==> config.mk <==
export PLATFORM = sky130hd
export DESIGN_NAME = parser_arbiter
export DESIGN_NICKNAME = d
export VERILOG_FILES = /design/src/rtl/parser_pkg.sv /design/src/rtl/rr_picker.sv /design/src/rtl/parser_arbiter.sv
export SDC_FILE = /design/constraint.sdc
export NUM_CORES = 1
export LEC_CHECK = 0
export ABC_AREA = 1
export CORE_AREA = 2 2 266 268
export CTS_CLUSTER_SIZE = 28
export DETAILED_ROUTE_END_ITERATION = 16
export DIE_AREA = 0 0 268 270
export DONT_BUFFER_PORTS = 1
export GPL_TIMING_DRIVEN = 0
export SETUP_SLACK_MARGIN = 0.02
export SKIP_LAST_GASP = 1
export SLEW_MARGIN = 20
export SYNTH_ARGS = -nofsm -noshare
export SYNTH_HDL_FRONTEND = slang
export SYNTH_SLANG_ARGS = --single-unit
==> constraint.sdc <==
create_clock -name clk -period 7.1 [get_ports clk]
set_input_delay 1.42 -clock clk [delete_from_list [all_inputs] [get_ports clk]]
set_output_delay 1.42 -clock clk [all_outputs]
set_load 0.1 [all_outputs]
==> src/rtl/parser_pkg.sv <==
// Shared types and trade-field layout for the parser front end.
// The parser and the parser_arbiter both import this package.
package parser_pkg;

  typedef enum logic [1:0] {
    IDLE  = 2'd0,
    ISSUE = 2'd1,
    GAP   = 2'd2
  } state_t;

  localparam int PKT_W = 128;

  localparam int TRADE_ID_MSB = 127;
  localparam int TRADE_ID_LSB = 112;
  localparam int PRICE_MSB    = 111;
  localparam int PRICE_LSB    = 80;
  localparam int QTY_MSB      = 79;
  localparam int QTY_LSB      = 64;

  function automatic logic [15:0] trade_id(input logic [PKT_W-1:0] pkt);
    return pkt[TRADE_ID_MSB:TRADE_ID_LSB];
  endfunction

endpackage

==> src/rtl/rr_picker.sv <==
// Combinational round-robin picker: the first set request at or after ptr_i,
// wrapping modulo NUM_SRC, wins.
module rr_picker #(
  parameter int  NUM_SRC = 4,
  localparam int SRC_W   = $clog2(NUM_SRC)
) (
  input  logic [NUM_SRC-1:0] req_i,
  input  logic [SRC_W-1:0]   ptr_i,
  output logic               gnt_valid_o,
  output logic [SRC_W-1:0]   gnt_idx_o
);

  int idx;

  // Walk the search order backwards so the lowest offset from ptr_i wins.
  always_comb begin
    gnt_valid_o = 1'b0;
    gnt_idx_o   = '0;
    idx         = 0;
    for (int k = NUM_SRC - 1; k >= 0; k--) begin
      idx = int'(ptr_i) + k;
      if (idx >= NUM_SRC) idx = idx - NUM_SRC;
      if (req_i[SRC_W'(idx)]) begin
        gnt_valid_o = 1'b1;
        gnt_idx_o   = SRC_W'(idx);
      end
    end
  end

endmodule

==> src/rtl/parser_arbiter.sv <==
// Round-robin arbiter sharing one trade-packet parser between NUM_SRC feeds,
// with issue spacing, handshake error detection and per-source grant counters.
//
// state | meaning
// IDLE  | nothing in flight; may accept a packet
// ISSUE | packetInValid high for the packet accepted last cycle
// GAP   | parser recovery cycle; may accept the next packet
module parser_arbiter #(
  parameter int  NUM_SRC = 4,
  parameter int  PKT_W   = parser_pkg::PKT_W,
  parameter int  CNT_W   = 16,
  localparam int SRC_W   = $clog2(NUM_SRC)
) (
  input  logic                     clk,
  input  logic                     rstn,
  input  logic [NUM_SRC-1:0]       srcValid,
  input  logic [NUM_SRC*PKT_W-1:0] srcPacket,
  input  logic [NUM_SRC-1:0]       srcEnable,
  output logic [NUM_SRC-1:0]       srcReady,
  output logic [PKT_W-1:0]         packetIn,
  output logic                     packetInValid,
  output logic [SRC_W-1:0]         issueSrc,
  input  logic                     parsedValid,
  input  logic [SRC_W-1:0]         statSel,
  input  logic                     statClr,
  output logic [CNT_W-1:0]         statCnt,
  output logic                     errSticky
);

  import parser_pkg::*;

  state_t             state_q, state_d;
  logic [SRC_W-1:0]   rr_ptr_q, rr_ptr_d;
  logic [PKT_W-1:0]   pkt_q;
  logic [SRC_W-1:0]   src_q;
  logic [CNT_W-1:0]   cnt_q [NUM_SRC];
  logic               err_q;

  logic [NUM_SRC-1:0] eligible;
  logic               gnt_valid;
  logic [SRC_W-1:0]   gnt_idx;
  logic               accept;

  assign eligible = srcValid & srcEnable;

  rr_picker #(.NUM_SRC(NUM_SRC)) u_picker (
    .req_i       (eligible),
    .ptr_i       (rr_ptr_q),
    .gnt_valid_o (gnt_valid),
    .gnt_idx_o   (gnt_idx)
  );

  // rstn gates the accept so srcReady stays low for the whole reset window.
  assign accept = rstn && gnt_valid && (state_q != ISSUE);

  always_comb begin
    srcReady = '0;
    if (accept) srcReady[gnt_idx] = 1'b1;
  end

  always_comb begin
    state_d  = state_q;
    rr_ptr_d = rr_ptr_q;
    case (state_q)
      IDLE:    state_d = accept ? ISSUE : IDLE;
      ISSUE:   state_d = GAP;
      GAP:     state_d = accept ? ISSUE : IDLE;
      default: state_d = IDLE;
    endcase
    if (accept) begin
      rr_ptr_d = (gnt_idx == SRC_W'(NUM_SRC - 1)) ? '0 : gnt_idx + 1'b1;
    end
  end

  always_ff @(posedge clk or negedge rstn) begin
    if (!rstn) begin
      state_q  <= IDLE;
      rr_ptr_q <= '0;
      pkt_q    <= '0;
      src_q    <= '0;
      err_q    <= 1'b0;
    end else begin
      state_q  <= state_d;
      rr_ptr_q <= rr_ptr_d;
      if (accept) begin
        pkt_q <= srcPacket[int'(gnt_idx)*PKT_W +: PKT_W];
        src_q <= gnt_idx;
      end
      if ((packetInValid && !parsedValid) || (parsedValid && !packetInValid)) begin
        err_q <= 1'b1;
      end
    end
  end

  // Clear has priority over a coinciding grant; counters saturate at all-ones.
  always_ff @(posedge clk or negedge rstn) begin
    if (!rstn) begin
      for (int i = 0; i < NUM_SRC; i++) cnt_q[i] <= '0;
    end else begin
      for (int i = 0; i < NUM_SRC; i++) begin
        if (statClr) begin
          cnt_q[i] <= '0;
        end else if (accept && (gnt_idx == SRC_W'(i)) && (cnt_q[i] != '1)) begin
          cnt_q[i] <= cnt_q[i] + 1'b1;
        end
      end
    end
  end

  assign packetInValid = (state_q == ISSUE);
  assign packetIn      = pkt_q;
  assign issueSrc      = src_q;
  assign errSticky     = err_q;
  assign statCnt       = (int'(statSel) < NUM_SRC) ? cnt_q[statSel] : '0;

endmodule

==> metrics.cfg, run 1 <==
[sta]
setup_tns_ps=0
final_hold_viol_count=0
max_freq_mhz=172.6
finalCritPeriodShare=0.8160
finalClockSkew_ps=12.73
drv_slew=0
period_needed_ps=5794
finalSetupViolCount=0
rsz0062_at_grt=false
worstMarginPinSlew_ps=1180
setup_ws_ps=1306
slew_headroom=0.2149

[setup_path]
crit_slowest_cell=nor2_4
crit_path_start_kind=primary input
cpPeakStageDelay_ps=600
path_common_cell=nand2_1
critPathRequiredTime_ps=5680
path_buf_inv=5
cp_max_fo=10
crit_type=primary input to output port
crit_arrival_ps=4370
endpoint_kind=output port
crit_chain=nand2_1, inv_1, nand2_1, nand2_1, nand2_1, nand3_1, nand3_2, nand2_4, buf_6, buf_6, buf_2, ha_1, inv_1, nor2_4
cp_top_family=simple AND/OR/NAND/NOR gates

[finish]
fill_cells=7985
nets=3010
area_growth_pct=12.84
drive_above_1_share=0.08106

[global_routing]
grt_pass1_wl_um=100700
globalRouteTotalUtil=0.1879
grt_pass1_vias=15240
overflow=0
antenna_found_initial=15
grt_max_degree=201

[logic_synthesis]
synth_area_leader_cell=dfrtp_1
netlist_area_um2=15200
synthCells=2460
ys_types=40
synth-warning-count=0
synth.top_cell.area_share=0.3276
synthTopCellsByArea=dfrtp_1 33%, nand2_1 17%, nand3_1 16%
synth_fp_nets=2991
postSynthAreaPerCell_um2=6.179
synthTopCellsByCount=697 x nand2_1, 478 x nand3_1, 452 x inv_1
synth_edf_count=0
synth_most_common_cell=nand2_1
synth-main-ff-cell=dfrtp_1
synth-seq-cells=199
async_reset_ff_frac=1.000
seq_area_frac_synth=0.3276

[route]
ant_nets=0
viasPerCell=4.777
drt-total-wl_um=70570
routedWlPerCell_um=20.51
dr_total_vias=16430
drt-initial-drc-count=1479
drc_errors=0
drtPass1Iterations=5

[run]
max_cap_violations=0

[die]
die_h_um=270
initial_core_util=0.2186
die_w_um=268
rows=97
dieArea_um2=72360
num_io_pins=678
coreArea_um2=69540

[clock_tree]
clock_path_buffers=2
cts_tree=done
clock_latency_ps=490
cts.hold.buffers_added=0
h-tree-depth=4
cts_resized=0
cts_sinks=199
cts_made_buffers=17
cts.clk_slew.worst_paths_ps=80
root_buffer=clkbuf_16
cts_setup_buffers=0

[placement]
gp_congestion=1.012
dp_hpwl_um=56350
io_buffer_count=0
dp_slack_ps=1174

[run_status]
status=complete, no violations

[power_and_ir_drop]
peakVddDrop_mv=0.2604
p_total_w=0.01050
powerDensity_nw_per_um2=612.0
p_leak_nw=9.325

[worst_hold_path]
hold_class=flip-flop to flip-flop

cell type report:
class,instances,area (µm²),area share
multi-input combinational,1652,7930,0.4623
sequential,199,4980,0.2903
inverter,455,1709,0.09964
tap,940,1176,0.06857
buffer,154,728.2,0.04245
clock buffer,18,429.2,0.02502
clock inverter,14,180.2,0.01050
antenna,8,20.02,0.001167
report_power, final:
| group | total (W) | internal (W) | switching (W) |
|---|---|---|---|
| registers | 0.00453 | 0.00147 | 0.00306 |
| logic | 0.00489 | 0.00141 | 0.00348 |
| clock network | 0.00107 | 0.000537 | 0.000535 |
registers in the layout, summed over array words and instances, names as in the netlist:
name	count
issueSrc	2
errSticky	1
packetIn	128
rr_ptr_q	2
state_q	2
cnt_q	64
layout by cell type, fill, tap and decap left out, types with 39 or more instances in the layout:
cell	count
nor2_1	78
xor2_1	39
o21ai_0	87
dfrtp_1	199
buf_2	69
a21oi_1	78
nand3_1	478
or2_2	48
inv_1	452
clkbuf_1	50
nand2_1	697
kinds of logic after synthesis:
group | count (synthesis) | synth area share
simple gates | 1399 | 0.4126
buf+inv | 609 | 0.1603
compound gates | 202 | 0.06889
flops | 199 | 0.3276
xor+xnor | 46 | 0.02650
fa+ha+maj | 5 | 0.004116
stage by stage:
| step | instance area [µm²] | std cells | utilization | hold WS (ps) |
|---|---|---|---|---|
| after global routing | 17140 | 3434 | 0.2464 | 487.9 |
| final | 17150 | 3440 | 0.2466 | 455.5 |
| after CTS | 17130 | 3432 | 0.2464 | 469.3 |
| after detailed placement | 16520 | 3400 | 0.2376 | 458.7 |
| after global placement | 16380 | 3400 | 0.2355 | 448.3 |
| after floorplan | 15200 | 2460 | - | 403.6 |
worst reg2reg max path, cell delays in order, from the launching register on:
cell and delay [ps]:
dfrtp_1 420, buf_6 160, o21ai_1 190, nand2_1 110
nand2_1 80, inv_1 50, nand2_1 70, nand2_2 110
nand2_4 220, buf_6 240, buf_6 270, buf_2 380
ha_1 310, inv_1 90, nor2_4 600, nand2_1 380
buf_2 300, nor3b_1 190, nor2_1 70
per-layer routing:
layer	wire [µm]	GRT usage
met5	92	0
met4	2688	0.07718
met3	6401	0.06455
met2	31820	0.2965
met1	29570	0.2326
path summary, 6_finish.rpt:
path	cells past startpoint	start	slack, ps	end
setup / recovery	14	srcValid[3]	1310	srcReady[3]
hold / removal	1	state_q[0]	460	state_q[0]
setup reg to reg	18	rr_ptr_q[0]	2730	cnt_q[10]
hold reg to reg	1	state_q[0]	460	state_q[0]
max in group asynchronous	0	rstn	5680	packetIn[118]
min in group asynchronous	0	rstn	630	packetIn[2]
Note: power is estimated with default switching activity, not from simulation.
==> run 2, diff against run 1 <==
--- a/config.mk
+++ b/config.mk
@@ -5,11 +5,11 @@
 export SDC_FILE = /design/constraint.sdc
 export NUM_CORES = 1
 export LEC_CHECK = 0
-export ABC_AREA = 1
-export CORE_AREA = 2 2 266 268
+export ABC_AREA = 0
+export CORE_AREA = 2 2 265 267
 export CTS_CLUSTER_SIZE = 28
 export DETAILED_ROUTE_END_ITERATION = 16
-export DIE_AREA = 0 0 268 270
+export DIE_AREA = 0 0 267 269
 export DONT_BUFFER_PORTS = 1
 export GPL_TIMING_DRIVEN = 0
 export SETUP_SLACK_MARGIN = 0.02
==> constraint.sdc (replaced) <==
create_clock -name clk -period 6 [get_ports clk]
set_input_delay 1.2 -clock clk [delete_from_list [all_inputs] [get_ports clk]]
set_output_delay 1.2 -clock clk [all_outputs]
set_load 0.1 [all_outputs]
==> run 2 against run 1 <==
Worst setup slack lost 730 ps. Largest power group is now sequential cells. Worst hold slack worse by 36 ps. Cell count down 32%. Sequential power is essentially flat. Count of clock-buffer cells in the layout increased by 1. Combinational power is 70% lower. Register-to-register slack worse by 990 ps. Sequential cell count is the same. Critical path type unchanged. Wire length decreased by 5.5%. Die area fell by 0.74%. Sequential share of layout area is 5.2 points higher. Via count is 24% lower.
==> metrics.cfg, run 2 <==
[sta]
finalCritPeriodShare=0.9044
setup_ws_ps=573.4
finalSetupViolCount=0
worstMarginPinSlew_ps=1155
finalClockSkew_ps=20.82
final_hold_viol_count=0
max_freq_mhz=184.3
slew_headroom=0.2302
drv_slew=0
rsz0062_at_grt=false
hold_slack_ps=419.5
period_needed_ps=5427
setup_tns_ps=0

[finish]
nets=1908
area_growth_pct=15.00
largest_reg_flops=128
drive_above_1_share=0.09640
final_cell_mix=199 x dfrtp_1, 181 x nor2_1, 141 x mux2i_1, 118 x a211oi_1, 82 x nand2_1
fill_cells=7530
layout_commonest_cell=dfrtp_1
final_cells=2349

[die]
initial_core_util=0.1825
coreArea_um2=69300
die_w_um=267
num_io_pins=678
rows=97
dieArea_um2=71820
die_h_um=269

[clock_tree]
root_buffer=clkbuf_16
clock_latency_ps=490
cts.clk_slew.worst_paths_ps=70
cts_made_buffers=17
cts_tree=done
cts_sinks=199
clock_path_buffers=2
h-tree-depth=4

[global_routing]
grt_max_degree=205
overflow=0
globalRouteTotalUtil=0.1753
grt_pass1_vias=12000
grt_pass1_wl_um=89810
antenna_found_initial=29

[logic_synthesis]
synth_area_leader_cell=dfrtp_1
synth.top_cell.area_share=0.3938
async_reset_ff_frac=1.000
synth_most_common_cell=dfrtp_1
synth_edf_count=0
synth-main-ff-cell=dfrtp_1
seq_area_frac_synth=0.3938
ys_types=49
netlist_area_um2=12650
synthTopCellsByCount=199 x dfrtp_1, 184 x nor2_1, 141 x mux2i_1
synthTopCellsByArea=dfrtp_1 39%, mux2i_1 11%, a211oi_1 7.0%
synth-seq-cells=199
synth-warning-count=0
synth_fp_nets=1886
postSynthAreaPerCell_um2=9.333
synthCells=1355

[setup_path]
cp_top_family=buffers and inverters
crit_arrival_ps=4230
crit_slowest_cell=clkinvlp_4
cp_max_fo=19
crit_path_start_kind=primary input
path_buf_inv=3
crit_chain=and4b_1, a311oi_4, nand2_2, inv_2, buf_2, ha_1, o2111ai_1, clkinvlp_4
cpPeakStageDelay_ps=650
crit_type=primary input to output port
critPathRequiredTime_ps=4800
endpoint_kind=output port

[placement]
dp_cells=2297
io_buffer_count=0
dp_hpwl_um=51810
gp_congestion=0.9640
dp_slack_ps=-871.7

[route]
dr_total_vias=12490
ant_nets=0
drt-total-wl_um=66670
viasPerCell=5.317
drc_errors=0
drtPass1Iterations=5
routedWlPerCell_um=28.38
drt-initial-drc-count=1283

[power_and_ir_drop]
p_leak_nw=5.876
peakVddDrop_mv=0.2018
powerDensity_nw_per_um2=504.4

[run]
max_cap_violations=0

[worst_hold_path]
hold_class=primary input to asynchronous set/reset pin

[run_status]
status=complete, no violations

run 2: cell types whose count changed in the layout (fill, tap and decap cells not counted), sizes merged, moves of 100 or more:
cell,previous run,this run
nor2,84,184
mux2i,0,141
a211oi,0,118
nand3,481,28
inv,462,12
nand2,704,83
run 2: per-layer routing:
layer / up-vias / track usage / part of all wire
met5: - / 0.02297 / 0.0024
met3: 167 / 0.1026 / 0.15
met1: 6242 / 0.2151 / 0.39
li1: 5177 / - / -
met4: 24 / 0.06954 / 0.032
met2: 879 / 0.2463 / 0.42
run 2: worst reg2reg max path, stage by stage, from the launching register on:
cell and delay [ps]:
dfrtp_1 500, and4b_1 290, a311oi_4 320, nand2_2 230
inv_2 130, buf_2 510, ha_1 400, o2111ai_1 580
nor3_1 740, nand3_1 160, mux2_2 290
run 2: kinds of logic after synthesis:
| kind of cell | after synthesis | synth area share |
|---|---|---|
| flip-flops | 199 | 0.3938 |
| buffers and inverters | 131 | 0.04423 |
| adder cells (fa/ha/maj) | 5 | 0.004947 |
| AO/OA/AOI/OAI | 306 | 0.1751 |
| multiplexers | 189 | 0.1686 |
| XOR/XNOR | 13 | 0.009004 |
| AND/OR/NAND/NOR | 512 | 0.2043 |
run 2: path summary, 6_finish.rpt:
path | slack (ps) | to | startpoint | cells after the start
min in group clk | 570 | state_q[0] | state_q[0] | 1
setup / recovery | 570 | srcReady[3] | srcValid[2] | 8
setup reg to reg | 1740 | cnt_q[11] | rr_ptr_q[1] | 10
hold / removal | 420 | packetIn[27] | rstn | 0
hold reg to reg | 570 | state_q[0] | state_q[0] | 1
max in group asynchronous | 5220 | packetIn[57] | rstn | 0
run 2: where the power goes:
group	internal (W)	leakage, nW	total [W]	switching [W]
registers	0.00163	2.40	0.00456	0.00293
clock network	0.000672	0.299	0.00129	0.000619
logic	0.000535	3.18	0.00149	0.000953
total	0.00283	5.88	0.00734	0.00450
run 2: layout make-up:
class                           count  area (µm²)  share of cell area
Tap cell                          940        1176             0.08087
Timing Repair Buffer                4       33.78            0.002323
Buffer                            123       529.3             0.03639
Clock buffer                       19       432.9             0.02977
Multi-Input combinational cell   1025        7129              0.4902
Inverter                            7       30.03            0.002065
Antenna cell                       19       47.55            0.003269
Clock inverter                     13       183.9             0.01265
Sequential cell                   199        4980              0.3424
run 2: stage by stage:
stage,utilization,total power (W),cell area [µm²]
floorplan,-,0.005440,12650
global placement,0.1995,0.005990,13820
detailed placement,0.2000,0.006043,13860
CTS,0.2091,0.007360,14490
global route,0.2096,0.007584,14530
finish,0.2099,0.007336,14540
run 2: what timing repair did:
item,CTS,global route
pin swaps,1,0
setup buffers,1,0
setup endpoints to repair,1,1
gates resized for setup,1,0
hold buffers,0,0
==> run 3, diff against run 2 <==
==> constraint.sdc (replaced) <==
create_clock -name clk -period 5.8 [get_ports clk]
set_input_delay 1.16 -clock clk [delete_from_list [all_inputs] [get_ports clk]]
set_output_delay 1.16 -clock clk [all_outputs]
set_load 0.1 [all_outputs]
==> run 3 against run 2 <==
Worst setup slack worse by 140 ps. Clock skew up 0.67 ps. Via count down 0.13%. Combinational power up 3%. Count of clock-buffer cells in the layout unchanged. Critical endpoint unchanged.
==> metrics.cfg, run 3 (same netlist as run 2, synthesis figures left out) <==
[sta]
max_freq_mhz=186.3
finalSetupViolCount=0
worstMarginPinSlew_ps=1174
drv_slew=0
finalCritPeriodShare=0.9253
rsz0062_at_grt=false
finalClockSkew_ps=21.49
final_hold_viol_count=0
slew_headroom=0.2162
period_needed_ps=5367

[die]
die_w_um=267
coreArea_um2=69300
rows=97
num_io_pins=678
die_h_um=269
initial_core_util=0.1825
dieArea_um2=71820

[setup_path]
cp_max_fo=19
crit_chain=and4b_1, a311oi_4, nand2_2, inv_2, buf_2, ha_1, o2111ai_1, clkinvlp_4
crit_type=primary input to output port
crit_slowest_cell=clkinvlp_4
cpPeakStageDelay_ps=670
critPathRequiredTime_ps=4640
crit_path_start_kind=primary input
crit_arrival_ps=4210
endpoint_kind=output port

[clock_tree]
clock_latency_ps=490
cts_made_buffers=17
cts_tree=done
cts.clk_slew.worst_paths_ps=70
clock_path_buffers=2
h-tree-depth=4
cts.hold.buffers_added=0
cts_sinks=199
root_buffer=clkbuf_16

[finish]
multi_input_area_um2=7129
largest_reg_flops=128
regArea_um2=4980
design_area_um2=14550
final_cell_mix=199 x dfrtp_1, 181 x nor2_1, 141 x mux2i_1, 118 x a211oi_1, 82 x nand2_1
nets=1908
layout_commonest_cell=dfrtp_1
utilization=0.2099
area_growth_pct=15.04
fill_cells=7529
drive_above_1_share=0.09640
final_cells=2351

[global_routing]
antenna_found_initial=29
overflow=0
globalRouteTotalUtil=0.1749
grt_pass1_vias=11970
grt_pass1_wl_um=89640
grt_max_degree=205

[placement]
gp_congestion=0.9640
dp_hpwl_um=51810
placed_area_um2=13860
io_buffer_count=0
dp_cells=2297

[run_status]
status=complete, no violations

[power_and_ir_drop]
peakVddDrop_mv=0.2098
p_leak_nw=5.876
powerDensity_nw_per_um2=521.9

[route]
drt-total-wl_um=66920
drt-initial-drc-count=1285
ant_nets=0
routedWlPerCell_um=28.46
drtPass1Iterations=5
viasPerCell=5.305
dr_total_vias=12470
drc_errors=0

[run]
max_cap_violations=0

[worst_hold_path]
hold_class=primary input to asynchronous set/reset pin

[run 3: through the flow]
step	power, W	setup WS (ps)	setup TNS, ps	hold WS, ps
floorplan	0.005628	1069	0	518.6
global placement	0.006197	-1364	-7911	540.0
detailed placement	0.006252	-991.7	-1838	554.1
CTS	0.007610	443.2	0	309.6
global route	0.007842	261.5	0	325.8
finish	0.007592	433.0	0	371.4
[run 3: layout make-up]
cell class | instances | area share
Buffer | 123 | 0.03638
Tap cell | 940 | 0.08085
Clock buffer | 19 | 0.02976
Antenna cell | 21 | 0.003612
Clock inverter | 13 | 0.01264
Inverter | 7 | 0.002064
Timing Repair Buffer | 4 | 0.002322
Sequential cell | 199 | 0.3423
Multi-Input combinational cell | 1025 | 0.4901
[run 3: layer usage]
metal  vias to the layer above  track usage  wire length [µm]
li1                       5185            -                 -
met1                      6235       0.2143             26450
met2                       837       0.2457             28160
met3                       192       0.1026              9814
met4                        24      0.07000              2351
met5                         -      0.02297               148
[run 3: repair_timing]
action,CTS,global route
gates resized for setup,1,0
setup buffers,1,0
setup endpoints to repair,1,0
[run 3: worst paths after layout]
path	slack [ps]	endpoint	start	cells after the start
max in group asynchronous	5060	packetIn[57]	rstn	0
worst max-delay path	430	srcReady[3]	srcValid[2]	8
worst min-delay path	370	packetIn[37]	rstn	0
min in group clk	570	state_q[0]	state_q[0]	1
worst max register to register	1530	cnt_q[11]	rr_ptr_q[1]	10
worst min register to register	570	state_q[0]	state_q[0]	1
[run 3: power by group]
part / total (W) / leakage, nW / switching [W] / internal (W)
combinational: 0.00154 / 3.18 / 0.000988 / 0.000553
clock: 0.00133 / 0.299 / 0.000640 / 0.000695
sequential: 0.00472 / 2.40 / 0.00303 / 0.00168
[run 3: worst max-delay path: cells and delay by family]
kind	cells	cell delay, ps
buf+inv	3	1270
compound gates	2	930
fa+ha+maj	1	400
simple gates	2	420
